### src/rtl/osc_pkg.sv
// osc_pkg: shared FSM/command types and MIDI constants for voice_allocator; CC 64 is decoded only with VOICE_ALLOCATOR_SUSTAIN_EN.
package osc_pkg;
  typedef enum logic [1:0] {S_IDLE, S_DECODE, S_SCAN, S_APPLY} state_e;
  typedef enum logic [2:0] {CMD_NONE, CMD_NOTE_ON, CMD_NOTE_OFF, CMD_ALL_OFF, CMD_SUSTAIN} cmd_e;
  localparam logic [3:0] MIDI_NOTE_OFF = 4'h8;
  localparam logic [3:0] MIDI_NOTE_ON = 4'h9;
  localparam logic [3:0] MIDI_CC = 4'hB;
  localparam logic [6:0] CC_SUSTAIN = 7'd64;
  localparam logic [6:0] CC_ALL_NOTES_OFF = 7'd123;
  function automatic cmd_e decode_cmd(input logic [7:0] st, input logic [6:0] d1, input logic [6:0] d2,
                                      input logic [3:0] ch);
    if (st[3:0] != ch) return CMD_NONE;
    if (st[7:4] == MIDI_NOTE_ON) return (d2 != 7'd0) ? CMD_NOTE_ON : CMD_NOTE_OFF;
    if (st[7:4] == MIDI_NOTE_OFF) return CMD_NOTE_OFF;
    if (st[7:4] == MIDI_CC && d1 == CC_ALL_NOTES_OFF) return CMD_ALL_OFF;
`ifdef VOICE_ALLOCATOR_SUSTAIN_EN
    if (st[7:4] == MIDI_CC && d1 == CC_SUSTAIN) return CMD_SUSTAIN;
`endif
    return CMD_NONE;
  endfunction
endpackage

### src/rtl/voice_slot.sv
// voice_slot: one voice's note/vel/gate/age state; pending bit exists only with VOICE_ALLOCATOR_SUSTAIN_EN.
module voice_slot #(
  parameter int AGE_W = 4
) (
  input  logic             clk,
  input  logic             rst,
  input  logic             assign_i,
  input  logic             release_i,
  input  logic             age_inc_i,
`ifdef VOICE_ALLOCATOR_SUSTAIN_EN
  input  logic             pend_set_i,
  input  logic             flush_i,
`endif
  input  logic [6:0]       note_i,
  input  logic [6:0]       vel_i,
  output logic [6:0]       note_o,
  output logic [6:0]       vel_o,
  output logic             gate_o,
  output logic             trig_o,
  output logic [AGE_W-1:0] age_o
);
  logic [6:0] note_q, note_d, vel_q, vel_d;
  logic gate_q, gate_d, trig_q, trig_d;
  logic [AGE_W-1:0] age_q, age_d;
`ifdef VOICE_ALLOCATOR_SUSTAIN_EN
  logic pend_q, pend_d;
  always_comb begin
    pend_d = ~assign_i & ~release_i & ~flush_i & (pend_q | pend_set_i);
    gate_d = assign_i | (gate_q & ~release_i & ~(flush_i & pend_q));
  end
  always_ff @(posedge clk or posedge rst)
    if (rst) pend_q <= 1'b0;
    else pend_q <= pend_d;
`else
  assign gate_d = assign_i | (gate_q & ~release_i);
`endif
  always_comb begin
    note_d = assign_i ? note_i : note_q;
    vel_d = assign_i ? vel_i : vel_q;
    trig_d = assign_i;
    age_d = assign_i ? '0 : (age_inc_i && gate_q && age_q != '1) ? age_q + 1'b1 : age_q;
  end
  always_ff @(posedge clk or posedge rst)
    if (rst) begin
      note_q <= '0;
      vel_q <= '0;
      gate_q <= 1'b0;
      trig_q <= 1'b0;
      age_q <= '0;
    end else begin
      note_q <= note_d;
      vel_q <= vel_d;
      gate_q <= gate_d;
      trig_q <= trig_d;
      age_q <= age_d;
    end
  assign note_o = note_q;
  assign vel_o = vel_q;
  assign gate_o = gate_q;
  assign trig_o = trig_q;
  assign age_o = age_q;
endmodule

### src/rtl/voice_allocator.sv
// voice_allocator: MIDI note-on/off to voice-slot allocator (retrigger > free > steal oldest).
// Define VOICE_ALLOCATOR_SUSTAIN_EN to add CC 64 sustain with per-voice pending release.
module voice_allocator import osc_pkg::*; #(
  parameter int         NUM_VOICES = 4,
  parameter logic [3:0] MIDI_CH    = 4'd0,
  parameter int         AGE_W      = 4
) (
  input  logic                    CLK,
  input  logic                    RST,
  input  logic [7:0]              midi_status,
  input  logic [7:0]              midi_data1,
  input  logic [7:0]              midi_data2,
  input  logic                    midi_msg_rdy,
  output logic [7*NUM_VOICES-1:0] voice_note,
  output logic [7*NUM_VOICES-1:0] voice_vel,
  output logic [NUM_VOICES-1:0]   voice_gate,
  output logic [NUM_VOICES-1:0]   voice_trig,
  output logic                    busy
);
  localparam int IW = (NUM_VOICES > 1) ? $clog2(NUM_VOICES) : 1;
  state_e state_q, state_d;
  cmd_e cmd_q, cmd_d;
  logic [7:0] st_q, st_d;
  logic [6:0] d1_q, d1_d, d2_q, d2_d, cur_note;
  logic [IW-1:0] idx_q, idx_d, match_q, match_d, free_q, free_d, old_q, old_d, tgt;
  logic mf_q, mf_d, ff_q, ff_d, of_q, of_d, on_apply, all_off;
  logic [AGE_W-1:0] old_age_q, old_age_d;
  logic [AGE_W-1:0] age_w [NUM_VOICES];
`ifdef VOICE_ALLOCATOR_SUSTAIN_EN
  logic sus_q, sus_d, flush;
  always_comb begin
    sus_d = sus_q;
    if (state_q == S_APPLY && cmd_q == CMD_SUSTAIN) sus_d = d2_q[6];
    if (state_q == S_APPLY && cmd_q == CMD_ALL_OFF) sus_d = 1'b0;
  end
  always_ff @(posedge CLK or posedge RST)
    if (RST) sus_q <= 1'b0;
    else sus_q <= sus_d;
  assign flush = state_q == S_APPLY && cmd_q == CMD_SUSTAIN && !d2_q[6];
`endif
  always_ff @(posedge CLK or posedge RST)
    if (RST) begin
      state_q <= S_IDLE;
      cmd_q <= CMD_NONE;
      st_q <= '0;
      d1_q <= '0;
      d2_q <= '0;
      idx_q <= '0;
      match_q <= '0;
      free_q <= '0;
      old_q <= '0;
      mf_q <= 1'b0;
      ff_q <= 1'b0;
      of_q <= 1'b0;
      old_age_q <= '0;
    end else begin
      state_q <= state_d;
      cmd_q <= cmd_d;
      st_q <= st_d;
      d1_q <= d1_d;
      d2_q <= d2_d;
      idx_q <= idx_d;
      match_q <= match_d;
      free_q <= free_d;
      old_q <= old_d;
      mf_q <= mf_d;
      ff_q <= ff_d;
      of_q <= of_d;
      old_age_q <= old_age_d;
    end
  assign cur_note = voice_note[7*idx_q +: 7];
  always_comb begin
    state_d = state_q;
    cmd_d = cmd_q;
    st_d = st_q;
    d1_d = d1_q;
    d2_d = d2_q;
    idx_d = idx_q;
    match_d = match_q;
    free_d = free_q;
    old_d = old_q;
    mf_d = mf_q;
    ff_d = ff_q;
    of_d = of_q;
    old_age_d = old_age_q;
    case (state_q)
      S_IDLE: if (midi_msg_rdy) begin
        st_d = midi_status;
        d1_d = midi_data1[6:0];
        d2_d = midi_data2[6:0];
        state_d = S_DECODE;
      end
      S_DECODE: begin
        cmd_d = decode_cmd(st_q, d1_q, d2_q, MIDI_CH);
        idx_d = '0;
        mf_d = 1'b0;
        ff_d = 1'b0;
        of_d = 1'b0;
        old_age_d = '0;
        state_d = (cmd_d == CMD_NONE) ? S_IDLE :
                  (cmd_d == CMD_NOTE_ON || cmd_d == CMD_NOTE_OFF) ? S_SCAN : S_APPLY;
      end
      S_SCAN: begin
        if (!mf_q && voice_gate[idx_q] && cur_note == d1_q) begin
          mf_d = 1'b1;
          match_d = idx_q;
        end
        if (!ff_q && !voice_gate[idx_q]) begin
          ff_d = 1'b1;
          free_d = idx_q;
        end
        if (voice_gate[idx_q] && (!of_q || age_w[idx_q] > old_age_q)) begin
          of_d = 1'b1;
          old_d = idx_q;
          old_age_d = age_w[idx_q];
        end
        idx_d = idx_q + 1'b1;
        state_d = (idx_q == IW'(NUM_VOICES - 1)) ? S_APPLY : S_SCAN;
      end
      default: state_d = S_IDLE;
    endcase
  end
  assign busy = state_q != S_IDLE;
  assign tgt = mf_q ? match_q : ff_q ? free_q : old_q;
  assign on_apply = state_q == S_APPLY && cmd_q == CMD_NOTE_ON;
  assign all_off = state_q == S_APPLY && cmd_q == CMD_ALL_OFF;
  for (genvar g = 0; g < NUM_VOICES; g++) begin : g_voice
    logic off_hit;
    assign off_hit = state_q == S_APPLY && cmd_q == CMD_NOTE_OFF && mf_q && match_q == IW'(g);
    voice_slot #(.AGE_W(AGE_W)) u_slot (
      .clk(CLK),
      .rst(RST),
      .assign_i(on_apply && tgt == IW'(g)),
`ifdef VOICE_ALLOCATOR_SUSTAIN_EN
      .release_i((off_hit && !sus_q) || all_off),
      .pend_set_i(off_hit && sus_q),
      .flush_i(flush),
`else
      .release_i(off_hit || all_off),
`endif
      .age_inc_i(on_apply),
      .note_i(d1_q),
      .vel_i(d2_q),
      .note_o(voice_note[7*g +: 7]),
      .vel_o(voice_vel[7*g +: 7]),
      .gate_o(voice_gate[g]),
      .trig_o(voice_trig[g]),
      .age_o(age_w[g])
    );
  end
endmodule

### config.mk
export PLATFORM = sky130hd
export DESIGN_NAME = voice_allocator
export DESIGN_NICKNAME = d
export VERILOG_FILES = /design/src/rtl/osc_pkg.sv /design/src/rtl/voice_slot.sv /design/src/rtl/voice_allocator.sv
export SDC_FILE = /design/constraint.sdc
export NUM_CORES = 1
export LEC_CHECK = 0
export ABC_AREA = 1
export BUFFER_PORTS_ARGS = -buffer_cell sky130_fd_sc_hd__buf_2
export CAP_MARGIN = 20
export CORE_AREA = 2 2 134 136
export CTS_CLUSTER_SIZE = 14
export DETAILED_ROUTE_END_ITERATION = 8
export DIE_AREA = 0 0 136 138
export PLACE_DENSITY_LB_ADDON = 0.3
export SLEW_MARGIN = 5
export SYNTH_ARGS = -nofsm -noshare
export SYNTH_HDL_FRONTEND = slang
export SYNTH_HIERARCHICAL = 1
export SYNTH_SLANG_ARGS = --single-unit
export TNS_END_PERCENT = 20
### constraint.sdc
create_clock -name CLK -period 2.6 [get_ports CLK]
set_input_delay 0.52 -clock CLK [delete_from_list [all_inputs] [get_ports CLK]]
set_output_delay 0.52 -clock CLK [all_outputs]
set_load 0.1 [all_outputs]
Word-level counts from Yosys, hierarchy flattened
Index checks and enable logic that the tools add are counted.
{ "word_totals": {"elab_cells": 191, "in_bits": 27, "regBits": 122} }
{ "classes": {"n_shift": 1, "n_eq_ne": 28, "add_sub_neg": 5, "bitwise": 13, "n_lt_le_gt_ge": 3, "mux": 53, "n_reduce_logical": 54, "mul": 1} }
{ "ops": {"columns": ["operator", "count"], "rows": [
  ["2-to-1 mux 4 bit", 11],
  ["indexed part select 28 x 6 -> 7 bit", 1],
  ["2-to-1 mux 3 bit", 9],
  ["logical AND 1 bit", 25],
  ["2-to-1 mux 1 bit", 20],
  ["adder 4 x 1 -> 4 bit, second input constant", 4],
  ["!= test 4 bit, second input constant", 4],
  ["== test 2 bit, second input constant", 7],
  ["AND reduction 2 bit", 7],
  ["== test 4 bit, second input constant", 3],
  ["nonzero test 2 bit", 6],
  ["2-to-1 mux 2 bit", 5],
  ["== test 3 x 2 -> 1 bit, second input constant", 3],
  ["binary-select mux 4 bit (select 2 bit)", 1],
  ["!= test 2 bit, second input constant", 4],
  ["case mux 4 bit (2 select lines)", 1],
  ["== test 7 bit", 1],
  ["== test 7 bit, second input constant", 1],
  ["nonzero test 7 bit", 1],
  ["== test 2 x 1 -> 1 bit, second input constant", 3],
  ["== test 3 x 1 -> 1 bit, second input constant", 2],
  ["logical NOT 2 bit", 3],
  ["logical OR 1 bit", 6],
  ["case mux 1 bit (2 select lines)", 3],
  ["15 further kinds", 27]
]} }

Depth between registers and ports, before layout
{ "logic_depth": {"depth_word": 22, "depth_mapped": 14, "depth_no_buf": 12} }

By module
Netlist, hierarchy kept.
{ "by_module_without_submodules": {"columns": ["mod", "seq_area_each_um2", "instances", "cells_each", "area_per_inst_um2"], "rows": [
  ["voice_slot", 500.5, 4, 96, 833.3],
  ["voice_allocator", 1026.0, 1, 330, 2590.0]
]} }

Worst setup path before layout
Ideal clock, no wire load.
{ "synth_path": {"path_kind": "register to register", "startpoint": "register idx_q[0]", "endpoint": "register old_age_q[0]", "path_slack_ns": 0.519, "stages_incl_launch_ff": 15, "synth_period_minus_slack_ns": 2.081, "arrival_time_ns": 1.953, "path_buffers": 3, "t_required_ns": 2.472, "setup_ns": 0.128, "cell_sequence": "dfrtp_1 > buf_6 > inv_8 > buf_12 > buf_4 > o21ai_0 > o22ai_1 > ha_1 > nand2_1 > o21ai_0 > o21ai_0 > nand2_1 > nand2_2 > nand3_1 > o21ai_0"} }
{ "synth_via": {"elab_chain_len": 9, "word_cells_on_any_way": 13} }
{ "synth_rtl": {"columns": ["element", "line", "rtl"], "rows": [
  ["start: declaration", "voice_allocator.sv:25", "logic [IW-1:0] idx_q, idx_d, match_q, match_d, free_q, free_d, old_q, old_d, tgt;"],
  ["start signal: assignment", "voice_allocator.sv:62", "idx_q <= idx_d;"],
  ["inverter 2 -> 3 bit (implied by the code)", "voice_allocator.sv:112, voice_allocator.sv:115", null],
  ["binary-select mux 4 bit (select 2 bit)", "voice_allocator.sv:112, voice_allocator.sv:115", null],
  ["2-to-1 mux 4 bit (implied by the code) (2 in a row)", "voice_allocator.sv:112, voice_allocator.sv:115", null],
  ["> comparator 4 bit", "voice_allocator.sv:112", "if (voice_gate[idx_q] && (!of_q || age_w[idx_q] > old_age_q)) begin"],
  ["logical OR 1 bit", "voice_allocator.sv:112", null],
  ["logical AND 1 bit", "voice_allocator.sv:112", null],
  ["!= test 2 bit (no source line)", null, null],
  ["AND reduction 2 bit (no source line)", null, null],
  ["end signal: assignment", "voice_allocator.sv:69", "old_age_q <= old_age_d;"],
  ["end: declaration", "voice_allocator.sv:27", "logic [AGE_W-1:0] old_age_q, old_age_d;"]
]} }
Several ways; a longest one is shown, not always the timed one. The select of a mux whose other input is x is not followed.
A chain may end at the register's enable or synchronous reset.

Final worst setup path
{ "layout_path": {"startpoint": "register state_q[0]", "endpoint": "output port busy"} }
{ "layout_via": {"elab_chain_len": 1} }
{ "layout_rtl": {"columns": ["element", "line", "rtl"], "rows": [
  ["start: declaration", "voice_allocator.sv:21", "state_e state_q, state_d;"],
  ["start signal: assignment", "voice_allocator.sv:57", "state_q <= state_d;"],
  ["nonzero test 2 bit", "voice_allocator.sv:123", "assign busy = state_q != S_IDLE;"],
  ["end: declaration", "voice_allocator.sv:18", "output logic busy"]
]} }
Every way passes these cells.

==> out/results.ini <==
[pwr]
ir_worst_vdd_mv = 0.3456
leakagePower_nw = 3.959
p_per_area_nw_per_um2 = 766.7

[clock_tree]
cts_setup_buffers = 0
numCtsBuffers = 17
cts_sinks = 121
cts_tree = yes
clock_path_buffers = 2
clockRootBuffer = clkbuf_16
clk_pin_slew_ns = 0.06
worst_skew_pair.late_latency_ns = 0.42
htreeDepth = 4

[final_layout]
mostFrequentLayoutCell = nand2_1
drive_above_1_share_pct = 22.97
antenna_cells = 0
final_cell_mix = 307 x nand2_1, 120 x dfrtp_1, 89 x buf_2
syn_to_final_growth_pct = 21.23
fillers = 1835
fin_util_pct = 40.95
nets = 856

[yosys]
syn-num-nets = 755
yosysUniqueCellTypes = 33
async_flop_share_pct = 100.0
ys_warn_count = 6
synth_ff_type = dfrtp_1
yosysSeqAreaShare_pct = 51.12
synthesis.area_um2 = 5923
synthCells = 714
synth_edf_count = 0
syn_area_per_cell_um2 = 8.296
synth_seq_cells = 121

[outcome]
status = finished clean

[routing]
highest_layer = met4
routedWlPerCell_um = 14.95
drtPass1Iterations = 5
wl_met3_um = 846
wl_met1_mm = 7.015
num_vias = 4968
first_iter_violations = 233
ant_nets = 0
routed-wl-met2_mm = 7.608
routed_wl_mm = 15.79
remaining_drc_errors = 0
drt-vias-per-instance = 4.705

[placement]
dp.final_hpwl_mm = 11.35
gp_congestion = 0.7775
port_buffers = 89

[setup_path]
cp-start-kind = flop
crit_path_end_kind = output port
slowest_stage = buf_2
crit_required_ns = 2.08
path_max_fanout = 5
path_class = flop to output port
worst_path_most_repeated_cell = inv_1
critPathArrivalTime_ns = 1.71
cp_cell_sequence = inv_1, ha_1, inv_1, buf_2
critical-path-max-stage-delay_ns = 0.43
reg2reg_depth = 11

[flow_run]
maxCapViolCount = 0

[sta]
layout_min_cycle_time_ns = 2.231
fin_setup_tns_ns = 0
relSlewSlack_pct = 39.19
rsz0062_at_grt = no
fmax_mhz = 448.1
final-max-slew-violation-count = 0
hold_violations = 0
fin_skew_ns = 0.007714
setup_viol = 0
finalCritPeriodShare_pct = 85.82
tightest_slew_ns = 0.9112

[die]
start_util_pct = 33.78
fp-row-count = 49
die-height_um = 138
dieArea_um2 = 18770
die_x_um = 136
core_um2 = 17530
io_pins = 92

[hold_path]
hold_class = input pin to asynchronous set/reset pin

[grt]
grt_use_total_pct = 17.50
grt_pass1_vias = 4749
grt_pass1_wl_mm = 25.13
grt_start_max_net_pins = 42
overflow = 0
antenna_found_initial = 0

worst max-delay path: cells and delay by family (launching register included):
family / cells / cell delay (ns)
fa+ha+maj: 1 / 0.24
buf+inv: 3 / 0.63
flops: 1 / 0.42
worst paths after layout:
path	slack [ns]	startpoint	to
setup / recovery	0.37	state_q[0]$_DFFE_PP0P_	busy
hold / removal	0.21	RST	g_voice[2].u_slot/note_o[1]$_DFFE_PP0P_
setup reg to reg	0.38	idx_q[1]$_DFFE_PP0P_	old_age_q[0]$_DFFE_PP0P_
hold reg to reg	0.46	g_voice[3].u_slot/vel_o[6]$_DFFE_PP0P_	g_voice[3].u_slot/vel_o[6]$_DFFE_PP0P_
max in group asynchronous	1.68	RST	g_voice[3].u_slot/vel_o[5]$_DFFE_PP0P_
min in group CLK	0.33	midi_status[0]	st_q[0]$_DFFE_PP0P_
logic make-up (layout without fill, tap and decap cells):
family                     after synthesis  in the layout  synth area share (%)
buffers and inverters                   80            193                 7.182
and+or+nand+nor                        436            436                 31.45
muxes                                   14             14                 2.662
AOI/OAI and AO/OA                       49             49                 4.626
adders and majority gates               14             14                 2.957
DFF                                    121            121                 51.12
power breakdown:
part / leakage (nW) / switching (W) / internal, W / total (W)
clock network: 0.290 / 0.000817 / 0.00154 / 0.00236
logic: 2.04 / 0.000460 / 0.000275 / 0.000735
registers: 1.63 / 0.000341 / 0.00207 / 0.00241
total: 3.96 / 0.00162 / 0.00389 / 0.00551
layer usage:
layer / GRT usage [%] / up-vias
met3: 4.070 / 21
met4: 6.853 / 0
met1: 22.55 / 2365
li1: - / 2461
met5: 0 / -
met2: 28.43 / 121
cells in the mapped netlist (2+ instances only):
cell	count	area share [%]
nand2_1	307	19
dfrtp_1	121	51
inv_1	44	2.8
nand3_1	44	3.7
nor2_1	36	2.3
o21ai_0	19	1.6
nand2_2	15	1.6
ha_1	14	3.0
mux2_2	14	2.7
nand4_1	14	1.5
a21oi_1	13	1.1
buf_2	7	0.59
nand3_2	7	1.2
buf_4	6	0.76
buf_6	6	1.1
inv_2	5	0.32
o21ai_1	5	0.42
o31ai_1	5	0.63
clkinv_2	4	0.34
inv_6	4	0.59
or2_1	4	0.42
nor2_4	3	0.57
o22ai_1	3	0.32
clkbuf_1	2	0.13
nand3b_1	2	0.25
o211ai_1	2	0.25
or2_2	2	0.21
per-stage QoR:
step	cells	power, W	setup slack (ns)	instance area [um2]	hold WS (ns)
after floorplan	714	0.002861	0.5188	5923	0.4451
after global placement	1025	0.003187	0.2959	6593	0.4503
after detailed placement	1025	0.003197	0.2900	6593	0.4529
after CTS	1056	0.005571	0.2864	7179	0.2011
after global routing	1056	0.005757	0.08220	7181	0.2275
final	1056	0.005505	0.3686	7181	0.2051
flip-flops by register name, indices dropped and copies added (netlist names), 4 cells and up:
signal / cells
old_age_q: 4
st_q: 8
g_voice.u_slot/trig_o: 4
d1_q: 7
g_voice.u_slot/gate_o: 4
g_voice.u_slot/note_o: 28
d2_q: 7
g_voice.u_slot/age_o: 16
g_voice.u_slot/vel_o: 28
area by class of cell:
class                           instances  area (um2)  share of cell area [%]
Inverter                               58       250.2                   3.485
Sequential cell                       121        3029                   42.19
Tap cell                              229       286.5                   3.990
Clock inverter                          9       122.6                   1.708
Clock buffer                           22       464.2                   6.465
Timing Repair Buffer                  104       558.0                   7.771
Multi-Input combinational cell        513        2470                   34.40
what timing repair did:
action | 4_1_cts | 5_1_grt
gates resized for setup | 0 | 1
hold buffers | 0 | 0
endpoints found under the hold margin | 0 | 0
setup endpoints to repair | 0 | 6
Note: power is estimated with default switching activity, not from simulation.
